==> src/rtl/array_arbiter_pkg.sv <==
`default_nettype none
// ============================================================================
//  Module      : array_arbiter_pkg
//  Description : Shared widths, types and FSM state encodings for the
//                two-client array arbiter.
//  Revision    : 1.0  initial release
// ============================================================================
package array_arbiter_pkg;

    localparam int INT_N  = 8;
    localparam int ADDR_N = 8;

    typedef logic [INT_N-1:0]  intT;
    typedef logic [ADDR_N-1:0] addrT;

    // Arbiter FSM encodings
    localparam logic [1:0] ARB_IDLE    = 2'd0;
    localparam logic [1:0] ARB_RD_WAIT = 2'd1;
    localparam logic [1:0] ARB_HOLD    = 2'd2;

endpackage
`default_nettype wire

==> src/rtl/rr_arbiter2.sv <==
`default_nettype none
// ============================================================================
//  Module      : rr_arbiter2
//  Description : Two-requester round-robin arbiter with one-hot grant. The
//                pointer names the most recently granted requester; on a tie
//                the other one wins. en masks all requests and freezes the
//                pointer.
//  Revision    : 1.0  initial release
// ============================================================================
module rr_arbiter2
    import array_arbiter_pkg::*;
(
    input  logic       clk,
    input  logic       rst,
    input  logic [1:0] req,
    input  logic       en,
    output logic [1:0] gnt
);

    logic       r_last;
    logic [1:0] w_req;

    assign w_req = en ? req : 2'b00;

    // Grant the sole requester, or on a tie the one not granted last time
    always_comb begin
        gnt = w_req;
        if (w_req == 2'b11) begin
            gnt = r_last ? 2'b01 : 2'b10;
        end
    end

    // Pointer tracks the last granted client; reset value lets client 0 win first tie
    always_ff @(posedge clk) begin
        if (rst) begin
            r_last <= 1'b1;
        end else if (|gnt) begin
            r_last <= gnt[1];
        end
    end

endmodule
`default_nettype wire

==> src/rtl/array_arbiter.sv <==
`default_nettype none
// ============================================================================
//  Module      : array_arbiter
//  Description : Shares one single-port array between two request streams.
//                Reads are sequenced through the one-cycle array latency
//                (IDLE -> RD_WAIT -> HOLD) and returned on the owning client's
//                response stream with backpressure. Writes may proceed while a
//                response is parked in HOLD.
//  Revision    : 1.0  initial release
// ============================================================================
module array_arbiter
    import array_arbiter_pkg::*;
#(
    parameter int intN  = INT_N,
    parameter int addrN = ADDR_N
) (
    input  logic             clk,
    input  logic             rst,
    input  logic [addrN-1:0] c0_addr,
    input  logic [addrN-1:0] c1_addr,
    input  logic [intN-1:0]  c0_data,
    input  logic [intN-1:0]  c1_data,
    input  logic             c0_we,
    input  logic             c1_we,
    input  logic             c0_valid,
    input  logic             c1_valid,
    output logic             c0_ready,
    output logic             c1_ready,
    output logic [intN-1:0]  r0,
    output logic [intN-1:0]  r1,
    output logic             r0_valid,
    output logic             r1_valid,
    input  logic             r0_ready,
    input  logic             r1_ready,
    output logic [addrN-1:0] arr_addr,
    output logic [intN-1:0]  arr_di,
    output logic             arr_we,
    input  logic [intN-1:0]  arr_do
);

    logic [1:0]       r_state;
    logic             r_owner;
    logic [intN-1:0]  r_resp;
    logic [addrN-1:0] r_addr_hold;
    logic [intN-1:0]  r_di_hold;

    logic             w_rsp_xfer;
    logic             w_free;
    logic             w_en;
    logic [1:0]       w_req;
    logic [1:0]       w_gnt;
    logic             w_any_gnt;
    logic [addrN-1:0] w_sel_addr;
    logic [intN-1:0]  w_sel_data;
    logic             w_sel_we;
    logic             w_rd_gnt;

    // A parked response leaving this cycle frees the port for a new read
    assign w_rsp_xfer = (r_state == ARB_HOLD) && (r_owner ? r1_ready : r0_ready);
    assign w_free     = (r_state == ARB_IDLE) || w_rsp_xfer;

    // In HOLD without a transfer only writes are eligible; the captured
    // response lives in r_resp, so writes cannot disturb it
    assign w_req[0] = c0_valid && (w_free || ((r_state == ARB_HOLD) && c0_we));
    assign w_req[1] = c1_valid && (w_free || ((r_state == ARB_HOLD) && c1_we));
    assign w_en     = !rst && (r_state != ARB_RD_WAIT);

    rr_arbiter2 u_rr (
        .clk (clk),
        .rst (rst),
        .req (w_req),
        .en  (w_en),
        .gnt (w_gnt)
    );

    assign c0_ready   = w_gnt[0];
    assign c1_ready   = w_gnt[1];
    assign w_any_gnt  = |w_gnt;
    assign w_sel_addr = w_gnt[1] ? c1_addr : c0_addr;
    assign w_sel_data = w_gnt[1] ? c1_data : c0_data;
    assign w_sel_we   = w_gnt[1] ? c1_we   : c0_we;
    assign w_rd_gnt   = w_any_gnt && !w_sel_we;

    assign arr_addr = w_any_gnt ? w_sel_addr : r_addr_hold;
    assign arr_di   = w_any_gnt ? w_sel_data : r_di_hold;
    assign arr_we   = w_any_gnt && w_sel_we;

    assign r0       = r_resp;
    assign r1       = r_resp;
    assign r0_valid = (r_state == ARB_HOLD) && !r_owner;
    assign r1_valid = (r_state == ARB_HOLD) &&  r_owner;

    // Keep the array address/data steady between grants
    always_ff @(posedge clk) begin
        if (rst) begin
            r_addr_hold <= '0;
            r_di_hold   <= '0;
        end else if (w_any_gnt) begin
            r_addr_hold <= w_sel_addr;
            r_di_hold   <= w_sel_data;
        end
    end

    // Read sequencing FSM: latch owner on read grant, capture array data, park it
    always_ff @(posedge clk) begin
        if (rst) begin
            r_state <= ARB_IDLE;
            r_owner <= 1'b0;
            r_resp  <= '0;
        end else begin
            case (r_state)
                ARB_IDLE: begin
                    if (w_rd_gnt) begin
                        r_state <= ARB_RD_WAIT;
                        r_owner <= w_gnt[1];
                    end
                end
                ARB_RD_WAIT: begin
                    r_resp  <= arr_do;
                    r_state <= ARB_HOLD;
                end
                ARB_HOLD: begin
                    if (w_rsp_xfer) begin
                        if (w_rd_gnt) begin
                            r_state <= ARB_RD_WAIT;
                            r_owner <= w_gnt[1];
                        end else begin
                            r_state <= ARB_IDLE;
                        end
                    end
                end
                default: r_state <= ARB_IDLE;
            endcase
        end
    end

endmodule
`default_nettype wire

==> config.mk <==
export PLATFORM = sky130hd
export DESIGN_NAME = array_arbiter
export DESIGN_NICKNAME = d
export VERILOG_FILES = /design/src/rtl/array_arbiter_pkg.sv /design/src/rtl/rr_arbiter2.sv /design/src/rtl/array_arbiter.sv
export SDC_FILE = /design/constraint.sdc
export NUM_CORES = 1
export LEC_CHECK = 0
export BUFFER_PORTS_ARGS = -buffer_cell sky130_fd_sc_hd__buf_4
export CELL_PAD_IN_SITES_DETAIL_PLACEMENT = 0
export CELL_PAD_IN_SITES_GLOBAL_PLACEMENT = 2
export CORE_MARGIN = 5
export CORE_UTILIZATION = 22
export DETAILED_ROUTE_END_ITERATION = 16
export PLACE_DENSITY_LB_ADDON = 0.08
export RECOVER_POWER = 25
export SYNTH_ARGS = -nofsm -noshare
export SYNTH_HDL_FRONTEND = slang
export SYNTH_SLANG_ARGS = --single-unit
==> constraint.sdc <==
create_clock -name clk -period 1.9 [get_ports clk]
set_clock_uncertainty 0.2 [all_clocks]
set_input_delay 0.285 -clock clk [delete_from_list [all_inputs] [get_ports clk]]
set_output_delay 0.285 -clock clk [all_outputs]
set_load 0.05 [all_outputs]
# After elaboration in Yosys (flattened, before gate mapping)
# Index checks and enable logic that the tools add are counted.
word_totals:
  ff_bits: 28
  latchBits: 0
  input_bits: 48
  mem_bits_rw: 0
  memories: 0
  out_inout_bits: 37
  rom_bits: 0
op_classes:
  shifts: 0
  n_mul: 0
  n_eq_ne: 6
  reduce_logical: 21
  div_mod_pow: 0
  order_cmp: 0
  add_sub_neg: 0
  bitwise: 0
  n_mux: 16
ops:
  columns: ["cell", "count"]
  rows:
  - ["$mux 8", 4]
  - ["$logic_and 1x1->1", 10]
  - ["$mux 2", 5]
  - ["$pmux 2 s3", 1]
  - ["$mux 1", 5]
  - ["$eq 2x2->1 const B", 2]
  - ["$ne 2x2->1 const B", 2]
  - ["$reduce_and 2->1", 2]
  - ["$logic_not 1->1", 3]
  - ["$logic_or 1x1->1", 3]
  - ["$eq 2x1->1 const B", 1]
  - ["$logic_not 2->1", 1]
  - ["$ne 2x1->1 const B", 1]
  - ["$pmux 1 s2", 1]
  - ["$reduce_bool 2->1", 1]
  - ["$reduce_or 2->1", 1]

# Depth between registers and ports, before layout
# Gate-level depths: netlist of run 1.
depth:
  ltp_word: 14
  ltp_mapped: 7

# Hierarchy
# Synthesis of run 1 repeated with hierarchy kept, for this count alone.
hier_totals:
  cells_unflattened: 164
  hier_area_um2: 1365.1
by_module_without_submodules:
  columns: ["module", "area_per_inst_um2", "cells_per_inst", "seq_area_each_um2", "instances"]
  rows:
  - ["array_arbiter", 1306.3, 156, 540.5, 1]
  - ["rr_arbiter2", 58.8, 8, 20.0, 1]

# Worst setup path after synthesis of run 1
# Ideal clock, no wire load.
synth_timing:
  path_kind: "register to output"
  start: "reg r_owner"
  end: "out arr_we"
  stages_incl_launch_ff: 6
  slack_ns: -0.646
  t_required_ns: 1.415
  t_arrival_ns: 2.061
  path_cell_list: "dfxtp_1 > mux2_4 > buf_6 > o211ai_4 > o21ai_0 > a21oi_1"
synth_via:
  elab_chain_cells: 10
synth_rtl:
  columns: ["item", "line", "rtl"]
  rows:
  - ["start, declared", "array_arbiter.sv:42", "logic r_owner;"]
  - ["start signal, assigned", "array_arbiter.sv:115", "r_owner <= w_gnt[1];"]
  - ["start signal, assigned", "array_arbiter.sv:126", "r_owner <= w_gnt[1];"]
  - ["$mux 1 *", "array_arbiter.sv:59", "assign w_rsp_xfer = (r_state == ARB_HOLD) && (r_owner ? r1_ready : r0_ready);"]
  - ["$logic_and 1x1->1 *", "array_arbiter.sv:59", null]
  - ["$logic_or 1x1->1 *", "array_arbiter.sv:60", "assign w_free = (r_state == ARB_IDLE) || w_rsp_xfer;"]
  - ["$logic_or 1x1->1 (on tied branches)", "array_arbiter.sv:64, array_arbiter.sv:65", null]
  - ["$logic_and 1x1->1 (on tied branches)", "array_arbiter.sv:64, array_arbiter.sv:65", null]
  - ["$mux 2 *", "rr_arbiter2.sv:23", "assign w_req = en ? req : 2'b00;"]
  - ["$eq 2x2->1", "rr_arbiter2.sv:28", "if (w_req == 2'b11) begin"]
  - ["$mux 2 *", "rr_arbiter2.sv:28", null]
  - ["$reduce_or 2->1 / $mux 1 (equally long branches)", "array_arbiter.sv:78, array_arbiter.sv:81", null]
  - ["$logic_and 1x1->1 *", "array_arbiter.sv:86", "assign arr_we = w_any_gnt && w_sel_we;"]
  - ["end, declared", "array_arbiter.sv:37", "output logic arr_we,"]
# Mark *: on every way between the ends. The rest lies on a longest branch, timed or not.

# Worst setup path in the final report of run 1
layout_timing:
  start: "reg r_owner"
  end: "out arr_addr[5]"
layout_via:
  elab_chain_cells: 10
layout_rtl:
  columns: ["item", "line", "rtl"]
  rows:
  - ["$mux 1 *", "array_arbiter.sv:59", null]
  - ["$logic_and 1x1->1 *", "array_arbiter.sv:59", null]
  - ["$logic_or 1x1->1 *", "array_arbiter.sv:60", null]
  - ["$logic_or 1x1->1 (on tied branches)", "array_arbiter.sv:64, array_arbiter.sv:65", null]
  - ["$logic_and 1x1->1 (on tied branches)", "array_arbiter.sv:64, array_arbiter.sv:65", null]
  - ["$mux 2 *", "rr_arbiter2.sv:23", null]
  - ["$eq 2x2->1", "rr_arbiter2.sv:28", null]
  - ["$mux 2 *", "rr_arbiter2.sv:28", null]
  - ["$mux 8 / $reduce_or 2->1 (equally long branches)", "array_arbiter.sv:79, array_arbiter.sv:78", null]
  - ["$mux 8 *", "array_arbiter.sv:84", "assign arr_addr = w_any_gnt ? w_sel_addr : r_addr_hold;"]
  - ["end, declared", "array_arbiter.sv:35", "output logic [addrN-1:0] arr_addr,"]
# Marked as above.

==> impl_metrics.env, run 1 <==
export IMPL_cts_hold_fix_buffers=0
export IMPL_critical_path_startpoint_type="flop"
export IMPL_pin_count=85
export IMPL_tightest_slew_ps=604
export IMPL_antenna_found_initial=0
export IMPL_ant_nets=0
export IMPL_worstPathArrival_ps=1860
export IMPL_synth_most_common_cell="nand3_1"
export IMPL_die_x_um=96.2
export IMPL_yosys_warnings=0
export IMPL_fill_cells=683
export IMPL_failed_checks="setup timing"
export IMPL_setup_viol=23
export IMPL_period_share_pct=124
export IMPL_clock_latency_ps=280
export IMPL_synth_top_family_by_area="simple AND/OR/NAND/NOR gates"
export IMPL_drt_first_iter_violations=40
export IMPL_multi_input_area_um2=1540
export IMPL_dr_wl_met2_um=2950
export IMPL_clock_sinks=28
export IMPL_area_growth_synth_to_final_pct=127
export IMPL_fmax_mhz=426
export IMPL_preCtsSetupSlack_ps=-244
export IMPL_rsz0062_at_grt="true"
export IMPL_coreArea_um2=7250
export IMPL_start_util_pct=22.5
export IMPL_netlist_instances=187
export IMPL_synth_compound_area_share_pct=20.4
export IMPL_endpoint_kind="output pin"
export IMPL_design_area_um2=3710
export IMPL_intPower_w=0.00140
export IMPL_cp_max_fo=8
export IMPL_p_sw_w=0.000911
export IMPL_clk_pin_slew_worst_paths_ps=110
export IMPL_cts_tree="yes"
export IMPL_drt_first_pass_iters=4
export IMPL_drive_gt1_share_pct=72.0
export IMPL_min_path_type="in -> reg"
export IMPL_peakVddDrop_mv=0.301
export IMPL_cts_buffer_depth=2
export IMPL_clockPowerShare_pct=16.6
export IMPL_critPathMaxStageDelay_ps=390
export IMPL_fin_util_pct=51.2
export IMPL_maxCapViolCount=0
export IMPL_nets=374
export IMPL_synth_edf_count=0
export IMPL_ys_seq_area_share_pct=34.3
export IMPL_rows=31
export IMPL_synth_area_per_cell_um2=8.75
export IMPL_synth_fa_ha_area_share_pct=0
export IMPL_power_total_w=0.00232
export IMPL_grt_max_degree=25
export IMPL_synth_simple_area_share_pct=32.7
export IMPL_wl_met1_um=2540
export IMPL_die_h_um=96.2
export IMPL_path_class="reg -> out"
export IMPL_gr_total_overflow=0
export IMPL_crit_chain="mux2_4 -> o211ai_4 -> buf_12 -> buf_12 -> nand3_4 -> nand3_4 -> buf_8"
export IMPL_timing_final_hold_violations=0
export IMPL_hpwl_um=4490
export IMPL_avgViaCountPerCell=4.47
export IMPL_power_frac_seq_pct=30.1
export IMPL_clock_root_buffer="clkbuf_8"
export IMPL_drc_errors=0
export IMPL_grt_pass1_vias=1996
export IMPL_leakage_nw=1.56
export IMPL_setup_ws_ps=-447
export IMPL_regArea_um2=562
export IMPL_cp_required_ps=1410
export IMPL_synth_mux_area_share_pct=1.53
export IMPL_maxSlewViolCount=0
export IMPL_dieArea_um2=9260
export IMPL_synth_fp_nets=235
export IMPL_yosys_top_cells_count="nand3_1 (58), dfxtp_1 (28), nand2_1 (17), a21oi_1 (10), buf_4 (9)"
export IMPL_cts_made_buffers=3
export IMPL_status="complete, but fails checks"
export IMPL_htreeDepth=1
export IMPL_grt_pass1_wl_um=9620
export IMPL_io_buffers=84
export IMPL_yosys_area_top_type="dfxtp_1"
export IMPL_gp_routability_congestion=0.723
export IMPL_slew_headroom_pct=59.9
export IMPL_routed_via_count=1895
export IMPL_synth_area_um2=1640
export IMPL_p_per_area_nw_per_um2=624
export IMPL_yosysTopAreaCellShare_pct=34.3
export IMPL_wl_met3_um=374
export IMPL_synth_top_cells_by_area="dfxtp_1 (34%), nand3_1 (18%), o211ai_2 (6.1%), nand3_2 (4.9%), buf_4 (4.1%)"
export IMPL_synth_xor_area_share_pct=0
export IMPL_min_period_ps=2350
export IMPL_track_usage_pct=13.2
export IMPL_place_area_um2=3140
export IMPL_ys_types=32
export IMPL_power_frac_comb_pct=53.3
export IMPL_synthArstFlopShare_pct=0
export IMPL_totalWireLength_um=5900
export IMPL_p_sw_share_pct=39.3
export IMPL_wl_per_cell_um=13.9
export IMPL_cpMaxStageDelayCell="mux2_4"
export IMPL_hold_ws_ps=43.4
export IMPL_ys_ff_latch=28
export IMPL_yosys_most_used_dff="dfxtp_1"
export IMPL_diodes=0
export IMPL_routed_top_layer="met4"
cells in the final DEF, fill, tap and decap left out, drive strengths merged, types with 2 or more instances in the layout:
cell | Yosys | final
buf | 19 | 147
nand3 | 66 | 66
dfxtp | 28 | 28
o211ai | 18 | 18
nand2 | 17 | 17
clkbuf | 3 | 13
a21oi | 10 | 10
nor2 | 4 | 4
nand2b | 3 | 3
o21ai | 3 | 3
o211a | 2 | 2
and3b | 2 | 2
o21a | 2 | 2
critical path, delay by kind of cell, from the launching register on:
family	cells	cell delay, ps
compound gates	1	230
buf+inv	3	440
flops	1	350
mux	1	390
simple gates	2	160
flip-flops by register name, summed over array words and instances, names as in the netlist:
| register | cells |
|---|---|
| r0 | 8 |
| r_addr_hold | 8 |
| r_di_hold | 8 |
| r_owner | 1 |
| r_state | 2 |
| u_rr.r_last | 1 |
cells by family (layout without fill, tap and decap cells):
family	Yosys count	count (layout)
flops	28	28
compound gates	37	37
simple gates	97	97
mux	2	2
buf+inv	23	161
final cells by class:
type	instances	share of cell area [%]
multi-input cells	136	41.4
clock buffers	4	1.48
repair buffers	156	38.6
well taps	99	3.34
inverters	1	0.101
flip-flops and latches	28	15.1
worst paths after layout:
kind,slack [ps],cells past startpoint,end,startpoint
setup / recovery,-450,7,arr_addr[5],r_owner$_SDFFE_PP0P_
setup reg to reg,-50,8,r_di_hold[6]$_SDFF_PP0_,r_owner$_SDFFE_PP0P_
hold / removal,40,3,r0[1]$_SDFFE_PP0P_,arr_do[1]
hold reg to reg,280,2,r0[5]$_SDFFE_PP0P_,r0[5]$_SDFFE_PP0P_
what timing repair did:
item | 4_1_cts | 5_1_grt
cloned | 1 | 0
pin swaps | 25 | 11
setup endpoints to repair | 22 | 32
buffers inserted | 8 | 8
resized for setup | 67 | 28
per-layer routing:
layer / vias up / global-route usage (%)
met5: - / 0
met4: 0 / 2.84
met3: 2 / 2.97
met2: 50 / 23.5
met1: 882 / 16.2
li1: 961 / -
per-stage QoR:
step,instances,TNS (ps)
finish,424,-8020
global route,424,-10130
CTS,419,-8690
detailed placement,406,-4070
global placement,406,-3650
floorplan,187,-1980
power by group through the flow:
| stage | sequential (W) | clock [W] | combinational (W) |
|---|---|---|---|
| 6_report | 0.000697 | 0.000384 | 0.00124 |
| 5_1_grt | 0.000705 | 0.000428 | 0.00131 |
| 4_1_cts | 0.000696 | 0.000406 | 0.00122 |
| 3_5_place_dp | 0.000691 | 0 | 0.00102 |
| 3_3_place_gp | 0.000689 | 0 | 0.00102 |
| 2_1_floorplan | 0.000725 | 0 | 0.000642 |
No activity file was read; power rests on OpenSTA's default activity.
==> inputs of run 2 (changes only) <==
--- a/config.mk
+++ b/config.mk
@@ -5,11 +5,12 @@
 export SDC_FILE = /design/constraint.sdc
 export NUM_CORES = 1
 export LEC_CHECK = 0
+export ABC_AREA = 1
 export BUFFER_PORTS_ARGS = -buffer_cell sky130_fd_sc_hd__buf_4
 export CELL_PAD_IN_SITES_DETAIL_PLACEMENT = 0
 export CELL_PAD_IN_SITES_GLOBAL_PLACEMENT = 2
 export CORE_MARGIN = 5
-export CORE_UTILIZATION = 22
+export CORE_UTILIZATION = 20
 export DETAILED_ROUTE_END_ITERATION = 16
 export PLACE_DENSITY_LB_ADDON = 0.08
 export RECOVER_POWER = 25
==> run 2 against run 1 <==
- the flow still finishes with violations (setup timing)
- maximum frequency grew 12%
- global-route usage shrank 2.4 points
- sequential power shrank 4.3%
- largest cell class is now non-clock buffers
==> impl_metrics.env, run 2 <==
export IMPL_synth_xor_area_share_pct=0
export IMPL_pin_count=85
export IMPL_power_total_w=0.00198
export IMPL_die_x_um=96.4
export IMPL_path_class="reg -> out"
export IMPL_crit_chain="nor3b_4 -> nand2_4 -> inv_4 -> nand2_8 -> buf_12 -> nand3_1 -> nand3_2 -> buf_8"
export IMPL_start_util_pct=20.6
export IMPL_period_share_pct=111
export IMPL_drive_gt1_share_pct=54.2
export IMPL_yosys_warnings=0
export IMPL_grt_use_met3_pct=2.97
export IMPL_maxSlewViolCount=0
export IMPL_coreArea_um2=7250
export IMPL_die_h_um=96.4
export IMPL_io_buffers=84
export IMPL_drt_first_pass_iters=3
export IMPL_layout_common_cells="buf_4 (95), nand2_1 (45), dfxtp_1 (25), inv_1 (22), nor2_1 (19)"
export IMPL_cpMaxStageDelayCell="dfxtp_2"
export IMPL_critPathMaxStageDelay_ps=360
export IMPL_yosys_top_cells_count="nand2_1 (47), dfxtp_1 (28), nand3_1 (26), inv_1 (23), nor2_1 (19)"
export IMPL_rsz0062_at_grt="true"
export IMPL_track_usage_pct=10.8
export IMPL_synth_area_um2=1490
export IMPL_ys_seq_area_share_pct=37.6
export IMPL_drt_first_iter_violations=13
export IMPL_synth_area_per_cell_um2=7.42
export IMPL_fill_cells=812
export IMPL_htreeDepth=1
export IMPL_cts_hold_fix_buffers=0
export IMPL_min_path_type="in -> reg"
export IMPL_ys_types=21
export IMPL_yosys_most_used_dff="dfxtp_1"
export IMPL_antenna_found_initial=0
export IMPL_layout_commonest_cell="buf_4"
export IMPL_fin_util_pct=37.6
export IMPL_synth_top_family_by_area="simple AND/OR/NAND/NOR gates"
export IMPL_netlist_instances=201
export IMPL_maxCapViolCount=0
export IMPL_cp_max_fo=7
export IMPL_peakVddDrop_mv=0.321
export IMPL_clock_latency_ps=270
export IMPL_synth_simple_area_share_pct=41.8
export IMPL_routed_via_count=1605
export IMPL_synth_top_cells_by_area="dfxtp_1 (38%), nand2_1 (12%), nand3_1 (8.7%), nand3_2 (6.7%), inv_1 (5.8%)"
export IMPL_clk_pin_slew_worst_paths_ps=100
export IMPL_endpoint_kind="output pin"
export IMPL_rows=31
export IMPL_worst_path_buf_inv=3
export IMPL_regArea_um2=564
export IMPL_yosys_area_top_type="dfxtp_1"
export IMPL_grt_pass1_wl_um=7890
export IMPL_p_per_area_nw_per_um2=727
export IMPL_busiest_layer="met2"
export IMPL_worstPathArrival_ps=1620
export IMPL_ant_nets=0
export IMPL_critical_path_startpoint_type="flop"
export IMPL_cp_required_ps=1410
export IMPL_grt_max_degree=19
export IMPL_synthArstFlopShare_pct=0
export IMPL_ys_ff_latch=28
export IMPL_path_delay_family="simple AND/OR/NAND/NOR gates"
export IMPL_min_period_ps=2100
export IMPL_synth_most_common_cell="nand2_1"
export IMPL_synth_compound_area_share_pct=4.03
export IMPL_gp_routability_congestion=0.727
export IMPL_failed_checks="setup timing"
export IMPL_diodes=0
export IMPL_setup_ws_ps=-204
export IMPL_grt_use_met1_pct=13.0
export IMPL_hpwl_um=3670
export IMPL_fmax_mhz=475
export IMPL_dieArea_um2=9280
export IMPL_nets=361
export IMPL_yosysTopAreaCellShare_pct=37.6
export IMPL_totalWireLength_um=4910
export IMPL_leakage_nw=1.48
export IMPL_cts_buffer_depth=2
export IMPL_status="complete, but fails checks"
export IMPL_cts_made_buffers=3
export IMPL_avgViaCountPerCell=3.91
export IMPL_synth_mux_area_share_pct=0
export IMPL_area_growth_synth_to_final_pct=82.7
export IMPL_synth_edf_count=0
export IMPL_drc_errors=0
export IMPL_clock_sinks=28
export IMPL_wl_per_cell_um=12.0
export IMPL_synth_fa_ha_area_share_pct=0
export IMPL_preCtsSetupSlack_ps=-66.9
export IMPL_synth_fp_nets=249
export IMPL_timing_final_hold_violations=0
export IMPL_gr_total_overflow=0
export IMPL_setup_viol=20
export IMPL_clock_root_buffer="clkbuf_8"
export IMPL_multi_input_area_um2=785
export IMPL_slew_headroom_pct=60.5
export IMPL_grt_use_met2_pct=19.4
export IMPL_tightest_slew_ps=595
export IMPL_cts_tree="yes"
export IMPL_grt_pass1_vias=1666
==> run 2: final timing paths <==
check                                 from                         to  slack, ps  cells after the start
hold / removal                   arr_do[1]         r0[1]$_SDFFE_PP0P_         30                      3
hold reg to reg   u_rr.r_last$_SDFFE_PP1N_   u_rr.r_last$_SDFFE_PP1N_        330                      2
setup reg to reg   r_state[0]$_SDFFE_PP0P_  r_addr_hold[7]$_SDFF_PP0_       -110                     13
setup / recovery   r_state[0]$_SDFFE_PP0P_                  arr_di[4]       -200                      8
==> run 2: routing by layer <==
metal	vias up	part of all wire (%)
li1	847	-
met1	714	43
met2	42	50
met3	2	6.5
met4	0	0.59
met5	-	0
==> run 2: layout make-up <==
cell class / instances / area share, %
Tap cell: 99 / 4.55
Clock buffer: 4 / 2.02
Timing Repair Buffer: 120 / 38.9
Timing Repair inverter: 1 / 0.230
Inverter: 28 / 4.82
Multi-Input combinational cell: 131 / 28.8
Sequential cell: 28 / 20.7
==> run 2: kinds of logic (layout without fill, tap and decap cells) <==
group / after synthesis / after routing
flip-flops: 28 / 28
buffers and inverters: 42 / 153
AND/OR/NAND/NOR: 119 / 119
AO/OA/AOI/OAI: 12 / 12
==> run 2: timing repair <==
item	CTS	global route
gates cloned	0	1
setup buffers	11	0
resized for setup	51	8
endpoints found under the setup margin	19	22
pin swaps	2	0
==> run 2: worst min-delay path, stage by stage <==
cell	delay, ps
buf_4	80
nor2_1	30
nor2_1	80
==> run 2: where the power goes <==
part           internal, W  total, W  switching, W
registers         0.000637  0.000667     0.0000297
logic             0.000398  0.000944      0.000546
clock network     0.000185  0.000371      0.000185
total              0.00122   0.00198      0.000761
==> run 2: per-stage QoR <==
| stage | instances | hold slack (ps) | cell area [um^2] | TNS [ps] |
|---|---|---|---|---|
| final | 411 | 29.0 | 2730 | -3600 |
| after global routing | 411 | 24.5 | 2730 | -5690 |
| after CTS | 410 | 21.4 | 2700 | -4070 |
| after detailed placement | 395 | 294 | 2350 | -877 |
| after global placement | 395 | 293 | 2350 | -953 |
| after floorplan | 201 | 154 | 1500 | 0 |
==> inputs of run 3 (changes only) <==
--- a/config.mk
+++ b/config.mk
@@ -12,6 +12,7 @@
 export CORE_MARGIN = 5
 export CORE_UTILIZATION = 20
 export DETAILED_ROUTE_END_ITERATION = 16
+export HOLD_SLACK_MARGIN = 0.15
 export PLACE_DENSITY_LB_ADDON = 0.08
 export RECOVER_POWER = 25
 export SYNTH_ARGS = -nofsm -noshare
==> run 3 against run 2 <==
- die area unchanged
- sequential power about the same
- global-route usage rose by 0.16 points
- critical path type unchanged
- largest power group unchanged
- critical path depth stayed put
- wire length rose by 2.0%
- sequential cell count stayed put
- total power is 0.44% higher
- clock power hardly changed
- the run still ends with setup timing left
- cell area increased by 4.0%
==> impl_metrics.env, run 3 (synthesis results as in run 2) <==
export IMPL_start_util_pct=20.6
export IMPL_cp_max_fo=7
export IMPL_track_usage_pct=11.0
export IMPL_period_share_pct=111
export IMPL_drt_first_iter_violations=14
export IMPL_leakage_nw=1.50
export IMPL_r2r_start="r_state[0]$_SDFFE_PP0P_"
export IMPL_fmax_mhz=476
export IMPL_die_x_um=96.4
export IMPL_peakVddDrop_mv=0.322
export IMPL_cp_required_ps=1410
export IMPL_nets=375
export IMPL_wl_per_cell_um=11.8
export IMPL_drc_errors=0
export IMPL_drt_first_pass_iters=2
export IMPL_rsz0062_at_grt="true"
export IMPL_maxCapViolCount=0
export IMPL_r2r_end="r_addr_hold[7]$_SDFF_PP0_"
export IMPL_grt_pass1_wl_um=8050
export IMPL_clock_root_buffer="clkbuf_8"
export IMPL_endpoint_kind="output pin"
export IMPL_grt_max_degree=19
export IMPL_critical_path_startpoint_type="flop"
export IMPL_setup_ws_ps=-202
export IMPL_tightest_slew_ps=605
export IMPL_status="complete, but fails checks"
export IMPL_timing_final_hold_violations=0
export IMPL_die_h_um=96.4
export IMPL_setup_viol=20
export IMPL_totalWireLength_um=5010
export IMPL_min_path_type="in -> reg"
export IMPL_failed_checks="setup timing"
export IMPL_cts_made_buffers=3
export IMPL_dieArea_um2=9280
export IMPL_pin_count=85
export IMPL_rows=31
export IMPL_avgViaCountPerCell=3.88
export IMPL_cts_tree="yes"
export IMPL_clock_latency_ps=270
export IMPL_io_buffers=84
export IMPL_min_period_ps=2100
export IMPL_diodes=0
export IMPL_crit_start="r_state[0]$_SDFFE_PP0P_"
export IMPL_htreeDepth=1
export IMPL_antenna_found_initial=0
export IMPL_fill_cells=804
export IMPL_maxSlewViolCount=0
export IMPL_drive_gt1_share_pct=49.4
export IMPL_coreArea_um2=7250
export IMPL_layout_common_cells="buf_4 (87), nand2_1 (45), dfxtp_1 (25), inv_1 (22), nor2_1 (19)"
export IMPL_place_area_um2=2350
export IMPL_gp_routability_congestion=0.727
export IMPL_hpwl_um=3670
export IMPL_area_growth_synth_to_final_pct=90.1
export IMPL_power_total_w=0.00199
export IMPL_grt_pass1_vias=1724
export IMPL_r2r_cells=13
export IMPL_gr_total_overflow=0
export IMPL_cts_buffer_depth=2
export IMPL_clk_pin_slew_worst_paths_ps=100
export IMPL_ant_nets=0
export IMPL_design_area_um2=2840
export IMPL_clock_sinks=28
export IMPL_critPathCapture="arr_di[4]"
export IMPL_worstPathArrival_ps=1620
export IMPL_routed_via_count=1647
export IMPL_p_per_area_nw_per_um2=702
export IMPL_r2r_slack_ps=-100
export IMPL_layout_commonest_cell="buf_4"
export IMPL_slew_headroom_pct=59.8
export IMPL_path_class="reg -> out"
run 3: cell types whose count changed in the layout (fill, tap and decap cells not counted):
cell / delta
buf_4: -8
dlygate4sd3_1: +14
clkbuf_1: +8
run 3: what timing repair did:
item / in CTS / in global routing
hold buffers: 12 / 2
pin swaps: 2 / 0
setup buffers: 11 / 0
gates cloned: 0 / 1
hold endpoints to repair: 11 / 2
gates resized for setup: 51 / 8
setup endpoints to repair: 19 / 22
run 3: stage by stage:
step,hold WS (ps),util [%],setup slack [ps],TNS (ps),cells
6_report,147,39.1,-202,-3540,425
2_1_floorplan,154,-,21.7,0,201
5_1_grt,166,39.1,-315,-5620,425
4_1_cts,152,38.8,-232,-4060,422
3_5_place_dp,294,32.5,-66.9,-877,395
3_3_place_gp,293,32.5,-82.7,-953,395
run 3: worst min path at each step:
stage | start | to | slack, ps | cells after the start
4_1_cts | c0_data[7] | r_di_hold[7]$_SDFF_PP0_ | 150 | 5
6_report | c0_addr[0] | r_addr_hold[0]$_SDFF_PP0_ | 150 | 5
3_3_place_gp | u_rr.r_last$_SDFFE_PP1N_ | u_rr.r_last$_SDFFE_PP1N_ | 290 | 2
2_1_floorplan | rst | r_owner$_SDFFE_PP0P_ | 150 | 1
3_5_place_dp | u_rr.r_last$_SDFFE_PP1N_ | u_rr.r_last$_SDFFE_PP1N_ | 290 | 2
5_1_grt | c0_addr[0] | r_addr_hold[0]$_SDFF_PP0_ | 170 | 5
run 3: layout make-up:
type,instances,area [um^2],area share (%)
tap,99,124,4.37
clock buffer,4,55.1,1.94
timing repair buffer,134,1170,41.3
sequential,28,564,19.9
timing repair inverter,1,6.26,0.221
inverter,28,131,4.63
multi-input combinational,131,785,27.7
run 3: layer usage:
metal	global-route usage, %	vias to the layer above	wire [um]
li1	-	873	-
met1	12.7	730	2090
met2	20.3	42	2550
met3	2.97	2	333
met4	1.75	0	29
met5	0	-	0
run 3: power by group:
| group | switching, W | internal [W] |
|---|---|---|
| registers | 0.0000294 | 0.000637 |
| clock network | 0.000185 | 0.000185 |
| logic | 0.000551 | 0.000403 |
| total | 0.000765 | 0.00123 |
run 3: critical path, cell delays in order (launching register included):
cell and delay [ps]:
dfxtp_2 360, nor3b_4 210, nand2_4 100, inv_4 90
nand2_8 100, buf_12 150, nand3_1 70, nand3_2 100
buf_8 170
